`src/rtl/vga_timing_pkg.sv`:
```
// vga_timing_pkg: default 640x480@60 timing, derived sync windows and the
// 3-3-2 colour layout shared by the VGA sync generator and its interface.
package vga_timing_pkg;

  // Counter width for x/y
  localparam int unsigned CW = 11;

  // Default horizontal timing (pixels)
  localparam int unsigned DEF_H_DISPLAY = 640;
  localparam int unsigned DEF_H_FRONT   = 16;
  localparam int unsigned DEF_H_SYNC    = 96;
  localparam int unsigned DEF_H_BACK    = 48;

  // Default vertical timing (lines)
  localparam int unsigned DEF_V_DISPLAY = 480;
  localparam int unsigned DEF_V_FRONT   = 10;
  localparam int unsigned DEF_V_SYNC    = 2;
  localparam int unsigned DEF_V_BACK    = 33;

  localparam int unsigned H_TOTAL = DEF_H_DISPLAY + DEF_H_FRONT + DEF_H_SYNC + DEF_H_BACK;
  localparam int unsigned V_TOTAL = DEF_V_DISPLAY + DEF_V_FRONT + DEF_V_SYNC + DEF_V_BACK;

  // Sync pulse windows, start inclusive / end exclusive
  localparam int unsigned HSYNC_START = DEF_H_DISPLAY + DEF_H_FRONT;
  localparam int unsigned HSYNC_END   = HSYNC_START + DEF_H_SYNC;
  localparam int unsigned VSYNC_START = DEF_V_DISPLAY + DEF_V_FRONT;
  localparam int unsigned VSYNC_END   = VSYNC_START + DEF_V_SYNC;

  // Colour field positions inside the 8-bit renderer word
  localparam int unsigned R_MSB = 7;
  localparam int unsigned R_LSB = 5;
  localparam int unsigned G_MSB = 4;
  localparam int unsigned G_LSB = 2;
  localparam int unsigned B_MSB = 1;
  localparam int unsigned B_LSB = 0;

  typedef struct packed {
    logic [2:0] r;
    logic [2:0] g;
    logic [1:0] b;
  } rgb332_t;

endpackage

```
`src/rtl/vga_sync_gen_if.sv`:
```
// vga_sync_gen_if: scan position / sync / colour bundle between the sync
// generator (master) and the renderer plus pin side (slave).
//   rgb_in      renderer colour for the current x/y
//   x, y        scan position
//   hsync/vsync active-low sync, video_on visible-area flag
//   pixel_tick  pixel-rate enable, frame_start wrap pulse
//   vga_r/g/b   blanked colour pins
interface vga_sync_gen_if;
  import vga_timing_pkg::*;

  logic [7:0]    rgb_in;
  logic [CW-1:0] x;
  logic [CW-1:0] y;
  logic          hsync;
  logic          vsync;
  logic          video_on;
  logic          pixel_tick;
  logic          frame_start;
  logic [2:0]    vga_r;
  logic [2:0]    vga_g;
  logic [1:0]    vga_b;

  modport master (
    input  rgb_in,
    output x, y, hsync, vsync, video_on, pixel_tick, frame_start,
    output vga_r, vga_g, vga_b
  );

  modport slave (
    output rgb_in,
    input  x, y, hsync, vsync, video_on, pixel_tick, frame_start,
    input  vga_r, vga_g, vga_b
  );
endinterface

```
`src/rtl/pixel_tick_gen.sv`:
```
// pixel_tick_gen: divides clk by CLK_DIV into a registered one-clk enable.
//   clk, reset  system clock, synchronous active-high reset
//   tick        high in the clk where the divider sits at CLK_DIV-1
module pixel_tick_gen #(
  parameter int unsigned CLK_DIV = 2
) (
  input  logic clk,
  input  logic reset,
  output logic tick
);
  localparam int unsigned DW   = (CLK_DIV > 1) ? $clog2(CLK_DIV) : 1;
  localparam logic [DW-1:0] LAST = DW'(CLK_DIV - 1);

  logic [DW-1:0] div_cnt;
  logic [DW-1:0] div_next;

  // Wrap at CLK_DIV-1; for CLK_DIV=1 this holds at 0 and tick stays high
  always_comb begin
    div_next = (div_cnt == LAST) ? '0 : div_cnt + DW'(1);
  end

  // tick is registered from the next count so it lines up with div_cnt==LAST
  always_ff @(posedge clk) begin
    if (reset) begin
      div_cnt <= '0;
      tick    <= 1'b0;
    end else begin
      div_cnt <= div_next;
      tick    <= (div_next == LAST);
    end
  end
endmodule

```
`src/rtl/vga_sync_gen.sv`:
```
// vga_sync_gen: 640x480@60 raster timing and blanked 3-3-2 colour pins.
//   clk, reset  system clock, synchronous active-high reset
//   bus         vga_sync_gen_if.master: rgb_in in; x, y, hsync, vsync,
//               video_on, pixel_tick, frame_start, vga_r/g/b out
// Build option VGA_SYNC_ALIGN_EN: delays hsync/vsync/video_on by two clks
// so the sync edges line up with the colour pins.
module vga_sync_gen
  import vga_timing_pkg::*;
#(
  parameter int unsigned CLK_DIV   = 2,
  parameter int unsigned H_DISPLAY = DEF_H_DISPLAY,
  parameter int unsigned H_FRONT   = DEF_H_FRONT,
  parameter int unsigned H_SYNC    = DEF_H_SYNC,
  parameter int unsigned H_BACK    = DEF_H_BACK,
  parameter int unsigned V_DISPLAY = DEF_V_DISPLAY,
  parameter int unsigned V_FRONT   = DEF_V_FRONT,
  parameter int unsigned V_SYNC    = DEF_V_SYNC,
  parameter int unsigned V_BACK    = DEF_V_BACK
) (
  input logic            clk,
  input logic            reset,
  vga_sync_gen_if.master bus
);
  localparam int unsigned H_TOT    = H_DISPLAY + H_FRONT + H_SYNC + H_BACK;
  localparam int unsigned V_TOT    = V_DISPLAY + V_FRONT + V_SYNC + V_BACK;
  localparam int unsigned HS_START = H_DISPLAY + H_FRONT;
  localparam int unsigned HS_END   = HS_START + H_SYNC;
  localparam int unsigned VS_START = V_DISPLAY + V_FRONT;
  localparam int unsigned VS_END   = VS_START + V_SYNC;

  logic          tick;
  logic [CW-1:0] x_next;
  logic [CW-1:0] y_next;
  logic          wrap_c;
  logic          hs_c;
  logic          vs_c;
  logic          von_c;
  logic          hs_r;
  logic          vs_r;
  logic          von_r;
  rgb332_t       pix_c;

  pixel_tick_gen #(.CLK_DIV(CLK_DIV)) u_tick (
    .clk   (clk),
    .reset (reset),
    .tick  (tick)
  );

  assign bus.pixel_tick = tick;

  // Next scan position; x advances at the end of each pixel period
  always_comb begin
    x_next = bus.x;
    y_next = bus.y;
    wrap_c = 1'b0;
    if (tick) begin
      if (bus.x == CW'(H_TOT - 1)) begin
        x_next = '0;
        if (bus.y == CW'(V_TOT - 1)) begin
          y_next = '0;
          wrap_c = 1'b1;
        end else begin
          y_next = bus.y + CW'(1);
        end
      end else begin
        x_next = bus.x + CW'(1);
      end
    end
  end

  // Decode from the next position so the registered flags match x/y
  always_comb begin
    hs_c  = !((x_next >= CW'(HS_START)) && (x_next < CW'(HS_END)));
    vs_c  = !((y_next >= CW'(VS_START)) && (y_next < CW'(VS_END)));
    von_c = (x_next < CW'(H_DISPLAY)) && (y_next < CW'(V_DISPLAY));
  end

  always_ff @(posedge clk) begin
    if (reset) begin
      bus.x           <= '0;
      bus.y           <= '0;
      bus.frame_start <= 1'b0;
      hs_r            <= 1'b1;
      vs_r            <= 1'b1;
      von_r           <= 1'b0;
    end else begin
      bus.x           <= x_next;
      bus.y           <= y_next;
      bus.frame_start <= wrap_c;
      hs_r            <= hs_c;
      vs_r            <= vs_c;
      von_r           <= von_c;
    end
  end

`ifdef VGA_SYNC_ALIGN_EN
  // Two-stage delay matching renderer + colour register latency
  logic [1:0] hs_d;
  logic [1:0] vs_d;
  logic [1:0] von_d;

  always_ff @(posedge clk) begin
    if (reset) begin
      hs_d  <= 2'b11;
      vs_d  <= 2'b11;
      von_d <= 2'b00;
    end else begin
      hs_d  <= {hs_d[0], hs_r};
      vs_d  <= {vs_d[0], vs_r};
      von_d <= {von_d[0], von_r};
    end
  end

  assign bus.hsync    = hs_d[1];
  assign bus.vsync    = vs_d[1];
  assign bus.video_on = von_d[1];
`else
  assign bus.hsync    = hs_r;
  assign bus.vsync    = vs_r;
  assign bus.video_on = von_r;
`endif

  always_comb begin
    pix_c = '{r: bus.rgb_in[R_MSB:R_LSB],
              g: bus.rgb_in[G_MSB:G_LSB],
              b: bus.rgb_in[B_MSB:B_LSB]};
  end

  // Colour pins: rgb_in only passes while video_on is high
  always_ff @(posedge clk) begin
    if (reset) begin
      bus.vga_r <= '0;
      bus.vga_g <= '0;
      bus.vga_b <= '0;
    end else if (bus.video_on) begin
      bus.vga_r <= pix_c.r;
      bus.vga_g <= pix_c.g;
      bus.vga_b <= pix_c.b;
    end else begin
      bus.vga_r <= '0;
      bus.vga_g <= '0;
      bus.vga_b <= '0;
    end
  end
endmodule

```
`src/flat_wrapper.sv`:
```
// flat-port wrapper written by rule: the top's interface ports become plain ports
module vga_sync_gen_flat import vga_timing_pkg::*;
#(
  parameter int unsigned CLK_DIV   = 2,
  parameter int unsigned H_DISPLAY = DEF_H_DISPLAY,
  parameter int unsigned H_FRONT   = DEF_H_FRONT,
  parameter int unsigned H_SYNC    = DEF_H_SYNC,
  parameter int unsigned H_BACK    = DEF_H_BACK,
  parameter int unsigned V_DISPLAY = DEF_V_DISPLAY,
  parameter int unsigned V_FRONT   = DEF_V_FRONT,
  parameter int unsigned V_SYNC    = DEF_V_SYNC,
  parameter int unsigned V_BACK    = DEF_V_BACK
)
  (clk, reset, bus_rgb_in, bus_x, bus_y, bus_hsync, bus_vsync, bus_video_on, bus_pixel_tick, bus_frame_start, bus_vga_r, bus_vga_g, bus_vga_b);
  vga_sync_gen_if bus_i ();
  input logic clk;
  input logic reset;
  input wire logic [$bits(bus_i.rgb_in)-1:0] bus_rgb_in;
  output wire logic [$bits(bus_i.x)-1:0] bus_x;
  output wire logic [$bits(bus_i.y)-1:0] bus_y;
  output wire logic [$bits(bus_i.hsync)-1:0] bus_hsync;
  output wire logic [$bits(bus_i.vsync)-1:0] bus_vsync;
  output wire logic [$bits(bus_i.video_on)-1:0] bus_video_on;
  output wire logic [$bits(bus_i.pixel_tick)-1:0] bus_pixel_tick;
  output wire logic [$bits(bus_i.frame_start)-1:0] bus_frame_start;
  output wire logic [$bits(bus_i.vga_r)-1:0] bus_vga_r;
  output wire logic [$bits(bus_i.vga_g)-1:0] bus_vga_g;
  output wire logic [$bits(bus_i.vga_b)-1:0] bus_vga_b;
  assign bus_i.rgb_in = bus_rgb_in;
  assign bus_x = bus_i.x;
  assign bus_y = bus_i.y;
  assign bus_hsync = bus_i.hsync;
  assign bus_vsync = bus_i.vsync;
  assign bus_video_on = bus_i.video_on;
  assign bus_pixel_tick = bus_i.pixel_tick;
  assign bus_frame_start = bus_i.frame_start;
  assign bus_vga_r = bus_i.vga_r;
  assign bus_vga_g = bus_i.vga_g;
  assign bus_vga_b = bus_i.vga_b;
  vga_sync_gen #(.CLK_DIV(CLK_DIV), .H_DISPLAY(H_DISPLAY), .H_FRONT(H_FRONT), .H_SYNC(H_SYNC), .H_BACK(H_BACK), .V_DISPLAY(V_DISPLAY), .V_FRONT(V_FRONT), .V_SYNC(V_SYNC), .V_BACK(V_BACK)) u_core (.clk(clk), .reset(reset), .bus(bus_i));
endmodule
```
`config.mk`:
```
export PLATFORM = sky130hd
export DESIGN_NAME = vga_sync_gen_flat
export DESIGN_NICKNAME = d
export VERILOG_FILES = /design/src/rtl/vga_timing_pkg.sv /design/src/rtl/vga_sync_gen_if.sv /design/src/rtl/pixel_tick_gen.sv /design/src/rtl/vga_sync_gen.sv /design/src/flat_wrapper.sv
export SDC_FILE = /design/constraint.sdc
export NUM_CORES = 1
export LEC_CHECK = 0
export CORE_ASPECT_RATIO = 1.2
export CORE_MARGIN = 3
export CORE_UTILIZATION = 52
export CTS_CLUSTER_DIAMETER = 200
export DETAILED_ROUTE_END_ITERATION = 12
export PLACE_DENSITY = 0.82
export SETUP_SLACK_MARGIN = 0.1
export SYNTH_ARGS = -nofsm -noshare
export SYNTH_HDL_FRONTEND = slang
export SYNTH_SLANG_ARGS = --single-unit
```
`constraint.sdc`:
```
create_clock -name clk -period 3.9 [get_ports clk]
set_input_delay 1.17 -clock clk [delete_from_list [all_inputs] [get_ports clk]]
set_output_delay 1.17 -clock clk [all_outputs]
set_load 0.02 [all_outputs]
```
==> results of run 1 <==
-- flip-flops by register name, indices dropped and copies added, names as in the netlist --
name	flops
u_core.bus.x	11
u_core.bus.y	11
u_core.bus.vga_g	3
u_core.bus.vga_r	3
u_core.bus.vga_b	2
u_core.bus.frame_start	1
u_core.bus.hsync	1
u_core.bus.video_on	1
u_core.bus.vsync	1
u_core.u_tick.div_cnt	1
-- logic make-up (layout without fill, tap and decap cells) --
| group | after synthesis | count (layout) | share of synthesized area |
|---|---|---|---|
| AO/OA/AOI/OAI | 22 | 22 | 0.0885 |
| buffers and inverters | 15 | 54 | 0.0542 |
| XOR/XNOR | 18 | 18 | 0.0899 |
| multiplexers | 1 | 1 | 0.00642 |
| adder cells (fa/ha/maj) | 3 | 3 | 0.0214 |
| AND/OR/NAND/NOR | 97 | 97 | 0.340 |
| flip-flops | 35 | 35 | 0.400 |
-- worst min-delay path by stage --
| stage | startpoint | end | slack [ns] | cells past startpoint |
|---|---|---|---|---|
| 2_1_floorplan | u_core.bus.y[1]$_SDFF_PP0_ | u_core.bus.y[1]$_SDFF_PP0_ | 0.57 | 2 |
| 3_3_place_gp | u_core.bus.x[1]$_SDFF_PP0_ | u_core.bus.x[1]$_SDFF_PP0_ | 0.50 | 2 |
| 5_1_grt | u_core.bus.x[0]$_SDFF_PP0_ | u_core.bus.x[0]$_SDFF_PP0_ | 0.57 | 2 |
| 3_5_place_dp | u_core.bus.x[1]$_SDFF_PP0_ | u_core.bus.x[1]$_SDFF_PP0_ | 0.52 | 2 |
| 6_report | u_core.bus.x[1]$_SDFF_PP0_ | u_core.bus.x[1]$_SDFF_PP0_ | 0.53 | 2 |
| 4_1_cts | u_core.bus.x[1]$_SDFF_PP0_ | u_core.bus.x[1]$_SDFF_PP0_ | 0.54 | 2 |
-- layout make-up --
class,instances,area [sq um]
multi-input combinational,141,957
fill,258,933
sequential,35,701
timing repair buffer,44,440
tap,36,45.0
clock buffer,6,41.3
clock inverter,2,12.5
inverter,2,7.51
-- routing by layer --
metal	up-vias	wire length, um	part of all wire
met2	40	1990	0.52
met3	4	164	0.043
met4	0	36	0.0094
li1	746	-	-
met5	-	0	0
met1	696	1630	0.43
-- per-stage QoR --
step           area, sq um  power, uW  setup WS [ns]  hold slack [ns]  utilization
2_1_floorplan         1750        395           1.85            0.574            -
3_3_place_gp          2150        417           1.21            0.501        0.685
3_5_place_dp          2150        419           1.07            0.523        0.685
4_1_cts               2200        602           1.13            0.537        0.703
5_1_grt               2200        619           1.07            0.573        0.703
6_report              2200        598           1.14            0.532        0.703
-- where the power goes --
part           leakage [uW]  internal [uW]  total, uW  switching, uW
logic              0.000498           22.5       41.3           18.8
clock network     0.0000282           69.6        188            119
registers          0.000284            363        368           5.14
total              0.000810            455        598            143
-- layout by cell type (no fill, tap or decap), drive strengths merged, types with 3 or more instances in the layout --
cell type / count
clkdlybuf4s50: 44
dfxtp: 35
nor2: 22
nand2: 12
xnor2: 10
nand3: 10
and2: 9
xor2: 8
a21oi: 7
nor3: 6
clkbuf: 6
and4: 6
nand4: 5
nand2b: 5
and3: 5
nor4b: 4
nor2b: 3
ha: 3
==> results.ini, run 1 <==
[clocking]
cts.htree.levels = 2
cts_hold_buf = 0
clk_latency_ns = 0.33
cts.sinks = 35
tritoncts = built
cts_buffers = 5
clockBufferDepth = 2
cts_root_buf = clkbuf_4
cts_setup_buffers = 0
cts_resized = 0
clk_pin_slew_ns = 0.10

[status]
status = finished clean

[detailed_routing]
via_per_inst = 5.59
postRouteAntennaNets = 0
drt_first_pass_iters = 4
drtIter0Drc = 96
wire_per_inst_um = 14.4
vias = 1486
drc = 0
totalWireLength_um = 3820

[sta]
finalSetupTns_ns = 0
setup_violations = 0
finalHoldViolations = 0
grt_setup_unrepaired = false
finClkSkew_ns = 0.0112
tightest_slew_ns = 1.08
fmax_ghz = 0.363
fin_crit_ns = 2.76
max_slew_margin = 0.278
final-max-slew-violation-count = 0
timing.final.crit_share = 0.707

[synthesis]
async_flop_share = 0
synth-seq-cells = 35
synth_cell_types = 47
yosysMostFrequentCell = dfxtp_1
ys_seq_area_frac = 0.400
synth.net_count = 204
ys_warn_count = 0
netlist_top_cells_area = dfxtp_1 40%, xnor2_1 5.0%, nor2_1 4.7%
avgSynthCellArea_sq_um = 9.18
synth_top_cell_by_area = dfxtp_1
ys_top_cells_by_count = 35 x dfxtp_1, 22 x nor2_1, 11 x nand2_1
synth_ff_type = dfxtp_1
yosysTopAreaCellShare = 0.400
synth.cell_area_sq_um = 1750
syn_inst = 191
synth_edf_count = 0

[worst_setup_path]
r2r-start = u_core.bus.x[0]$_SDFF_PP0_
required_ns = 2.73
max_stage_delay_ns = 0.69
cpLargestDelayFamily = buffers and inverters
critical_path_class = reg -> out
crit_end = bus_pixel_tick
crit_buf_inv = 1
ff2ff_path_depth = 6
crit_fanout = 13
slowest_stage = clkdlybuf4s50_1
cp_num_cells = 1
cp-start-kind = register
end_kind = output port
regToRegSetupSlack_ns = 1.44
cp.arrival_ns = 1.59
critical_path.reg2reg.endpoint = u_core.bus.y[9]$_SDFF_PP0_
path_cells = clkdlybuf4s50_1
setup.worst_path.start = u_core.u_tick.div_cnt$_SDFF_PP0_

[final_layout]
area_delta_synth_final_pct = 25.8
fin_cells = 266
nets = 242
num_antenna_cells = 0
drive_gt1_frac = 0.0826

[grt]
grt_antenna_before_repair = 0
busiest_layer = met2
grt_pass1_wl_um = 6440
met2_usage = 0.332
gr-usage-met3 = 0.0559
gr-total-overflow = 0
grt_usage = 0.199
grt_max_degree = 23
grt_pass1_vias = 1446
use_met1 = 0.244

[die]
num_io_pins = 45
die_area_sq_um = 4110
start_util = 0.559
row_count = 22
design.core.area_sq_um = 3140
die_h_um = 69.6
fp.dieW_um = 59

[power_and_ir_drop]
p_per_area_nw_per_um2 = 271
ir_drop_v = 0.000282
p_leak_uw = 0.000810

[run]
cap_violations = 0

[placement]
placed_cells = 258
routabilityCongestion = 0.853
detailed_place_hpwl_um = 2840
io_buffers = 44

[min_path]
hold_path.class = reg -> reg

No activity file was read; power rests on OpenSTA's default activity.
==> run 2, diff against run 1 <==
--- a/config.mk
+++ b/config.mk
@@ -7,10 +7,10 @@
 export LEC_CHECK = 0
 export CORE_ASPECT_RATIO = 1.2
 export CORE_MARGIN = 3
-export CORE_UTILIZATION = 52
+export CORE_UTILIZATION = 44
 export CTS_CLUSTER_DIAMETER = 200
 export DETAILED_ROUTE_END_ITERATION = 12
-export PLACE_DENSITY = 0.82
+export PLACE_DENSITY = 0.74
 export SETUP_SLACK_MARGIN = 0.1
 export SYNTH_ARGS = -nofsm -noshare
 export SYNTH_HDL_FRONTEND = slang
==> constraint.sdc (replaced) <==
create_clock -name clk -period 2.3 [get_ports clk]
set_input_delay 0.69 -clock clk [delete_from_list [all_inputs] [get_ports clk]]
set_output_delay 0.69 -clock clk [all_outputs]
set_load 0.02 [all_outputs]
==> results.ini, run 2 (synthesis results as in run 1) <==
[worst_setup_path]
path_cells = clkdlybuf4s50_1
crit_buf_inv = 1  ; unchanged
cp_num_cells = 1  ; unchanged
ff2ff_path_depth = 7  ; +1
slowest_stage = clkdlybuf4s50_1
end_kind = output port
crit_fanout = 8  ; -5
cpLargestDelayFamily = buffers and inverters
r2r-start = u_core.bus.x[0]$_SDFF_PP0_
required_ns = 1.61  ; -1.12 ns
max_stage_delay_ns = 0.67  ; -0.02 ns
cp.arrival_ns = 1.45  ; -0.14 ns
cp-start-kind = register
critical_path_class = reg -> out
setup.worst_path.start = u_core.bus.y[3]$_SDFF_PP0_

[final_layout]
top_regs = u_core.bus.x x11, u_core.bus.y x11
area_delta_synth_final_pct = 33.9
num_antenna_cells = 0  ; unchanged
layout_common_cells = 44 x clkdlybuf4s50_1, 34 x dfxtp_1, 22 x nor2_1
fillerInstances = 351  ; +36%
fin_cells = 290  ; +9.0%
drive_gt1_frac = 0.126  ; +0.0434
final_common_cell = clkdlybuf4s50_1
nets = 250  ; +3.3%

[clocking]
cts_buffers = 5  ; unchanged
clk_latency_ns = 0.29  ; -0.04 ns
tritoncts = built
clockBufferDepth = 2  ; unchanged
cts_hold_buf = 0  ; unchanged
cts.htree.levels = 2  ; unchanged
cts_setup_buffers = 0  ; unchanged
cts.sinks = 35  ; unchanged
clk_pin_slew_ns = 0.07  ; -0.03 ns
cts_root_buf = clkbuf_8

[detailed_routing]
postRouteAntennaNets = 0  ; unchanged
totalWireLength_um = 4020  ; +5.3%
wire_per_inst_um = 13.9  ; -3.4%
drtIter0Drc = 66  ; -31%
via_per_inst = 5.24  ; -6.1%
drt_first_pass_iters = 4  ; unchanged
drc = 0  ; unchanged
vias = 1521  ; +2.4%

[sta]
finalSetupTns_ns = 0  ; unchanged
layout_setup_ws_ns = 0.159  ; -0.983 ns
grt_setup_unrepaired = false
max_slew_margin = 0.749  ; +0.471
fin_crit_ns = 2.14
setup_violations = 0  ; unchanged
fmax_ghz = 0.467
tightest_slew_ns = 0.376  ; -0.705 ns
finalHoldViolations = 0  ; unchanged
holdWs_ns = 0.525  ; -0.00669 ns
final-max-slew-violation-count = 0  ; unchanged
finClkSkew_ns = 0.00548  ; -0.00569 ns
timing.final.crit_share = 0.931

[min_path]
hold_path.class = reg -> reg
hold_depth = 1  ; -1
hp-start = u_core.u_tick.div_cnt$_SDFF_PP0_

[die]
fp.dieW_um = 63.6  ; +7.8%
die_area_sq_um = 4780  ; +16%
num_io_pins = 45  ; unchanged
die_h_um = 75.1  ; +8.0%
design.core.area_sq_um = 3720  ; +19%
start_util = 0.471  ; -0.0878
row_count = 24  ; +9.1%

[grt]
grt_usage = 0.180  ; -0.0194
gr-usage-met3 = 0.0463  ; -0.00960
grt_max_degree = 16  ; -30%
gr-total-overflow = 0  ; unchanged
grt_pass1_wl_um = 6760  ; +5.0%
busiest_layer = met2
grt_pass1_vias = 1464  ; +1.2%
met2_usage = 0.302  ; -0.0301
use_met1 = 0.224  ; -0.0196
grt_antenna_before_repair = 0  ; unchanged

[power_and_ir_drop]
finalPower_uw = 1250  ; +110%
ir_drop_v = 0.000365  ; +29%
p_per_area_nw_per_um2 = 532  ; +96%
p_leak_uw = 0.000881  ; +8.7%

[status]
status = finished clean

[placement]
detailed_place_hpwl_um = 3010  ; +6.1%
placed_cells = 282  ; +9.3%
routabilityCongestion = 0.913  ; +7.1%
io_buffers = 44  ; unchanged
dp_slack_ns = 0.233  ; -0.840 ns

[run]
cap_violations = 0  ; unchanged

-- run 2: path summary, 6_finish.rpt --
check                                                        end  slack (ns)
worst max-delay path                                    bus_y[3]        0.16
worst min register to register  u_core.u_tick.div_cnt$_SDFF_PP0_        0.53
worst min-delay path            u_core.u_tick.div_cnt$_SDFF_PP0_        0.53
worst max register to register    u_core.bus.video_on$_SDFF_PP0_        0.27
-- run 2: report_power, final --
| group | internal (uW) | switching, uW |
|---|---|---|
| clock network | 323 | 228 |
| registers | 616 | 7.13 |
| logic | 40.8 | 34.2 |
-- run 2: area by class of cell --
class	instances	area, sq um	share of cell area
clock inverter	3	43.8	0.0187
timing repair buffer	52	500	0.213
sequential	35	702	0.299
inverter	2	7.51	0.00320
tap	52	65.1	0.0277
clock buffer	5	68.8	0.0293
multi-input combinational	141	960	0.409
-- run 2: repair_timing --
action	in CTS	in global routing
gates resized for setup	0	2
hold endpoints to repair	0	0
endpoints found under the setup margin	0	3
-- run 2: stage by stage --
step | util | instance area, sq um
after floorplan | - | 1750
after global placement | 0.599 | 2230
after detailed placement | 0.599 | 2230
after CTS | 0.629 | 2340
after global routing | 0.630 | 2350
final | 0.630 | 2350
-- run 2: per-layer routing --
layer | vias up | share of wire
met3 | 8 | 0.054
met4 | 0 | 0.017
met1 | 704 | 0.43
li1 | 764 | -
met2 | 45 | 0.50
met5 | - | 0
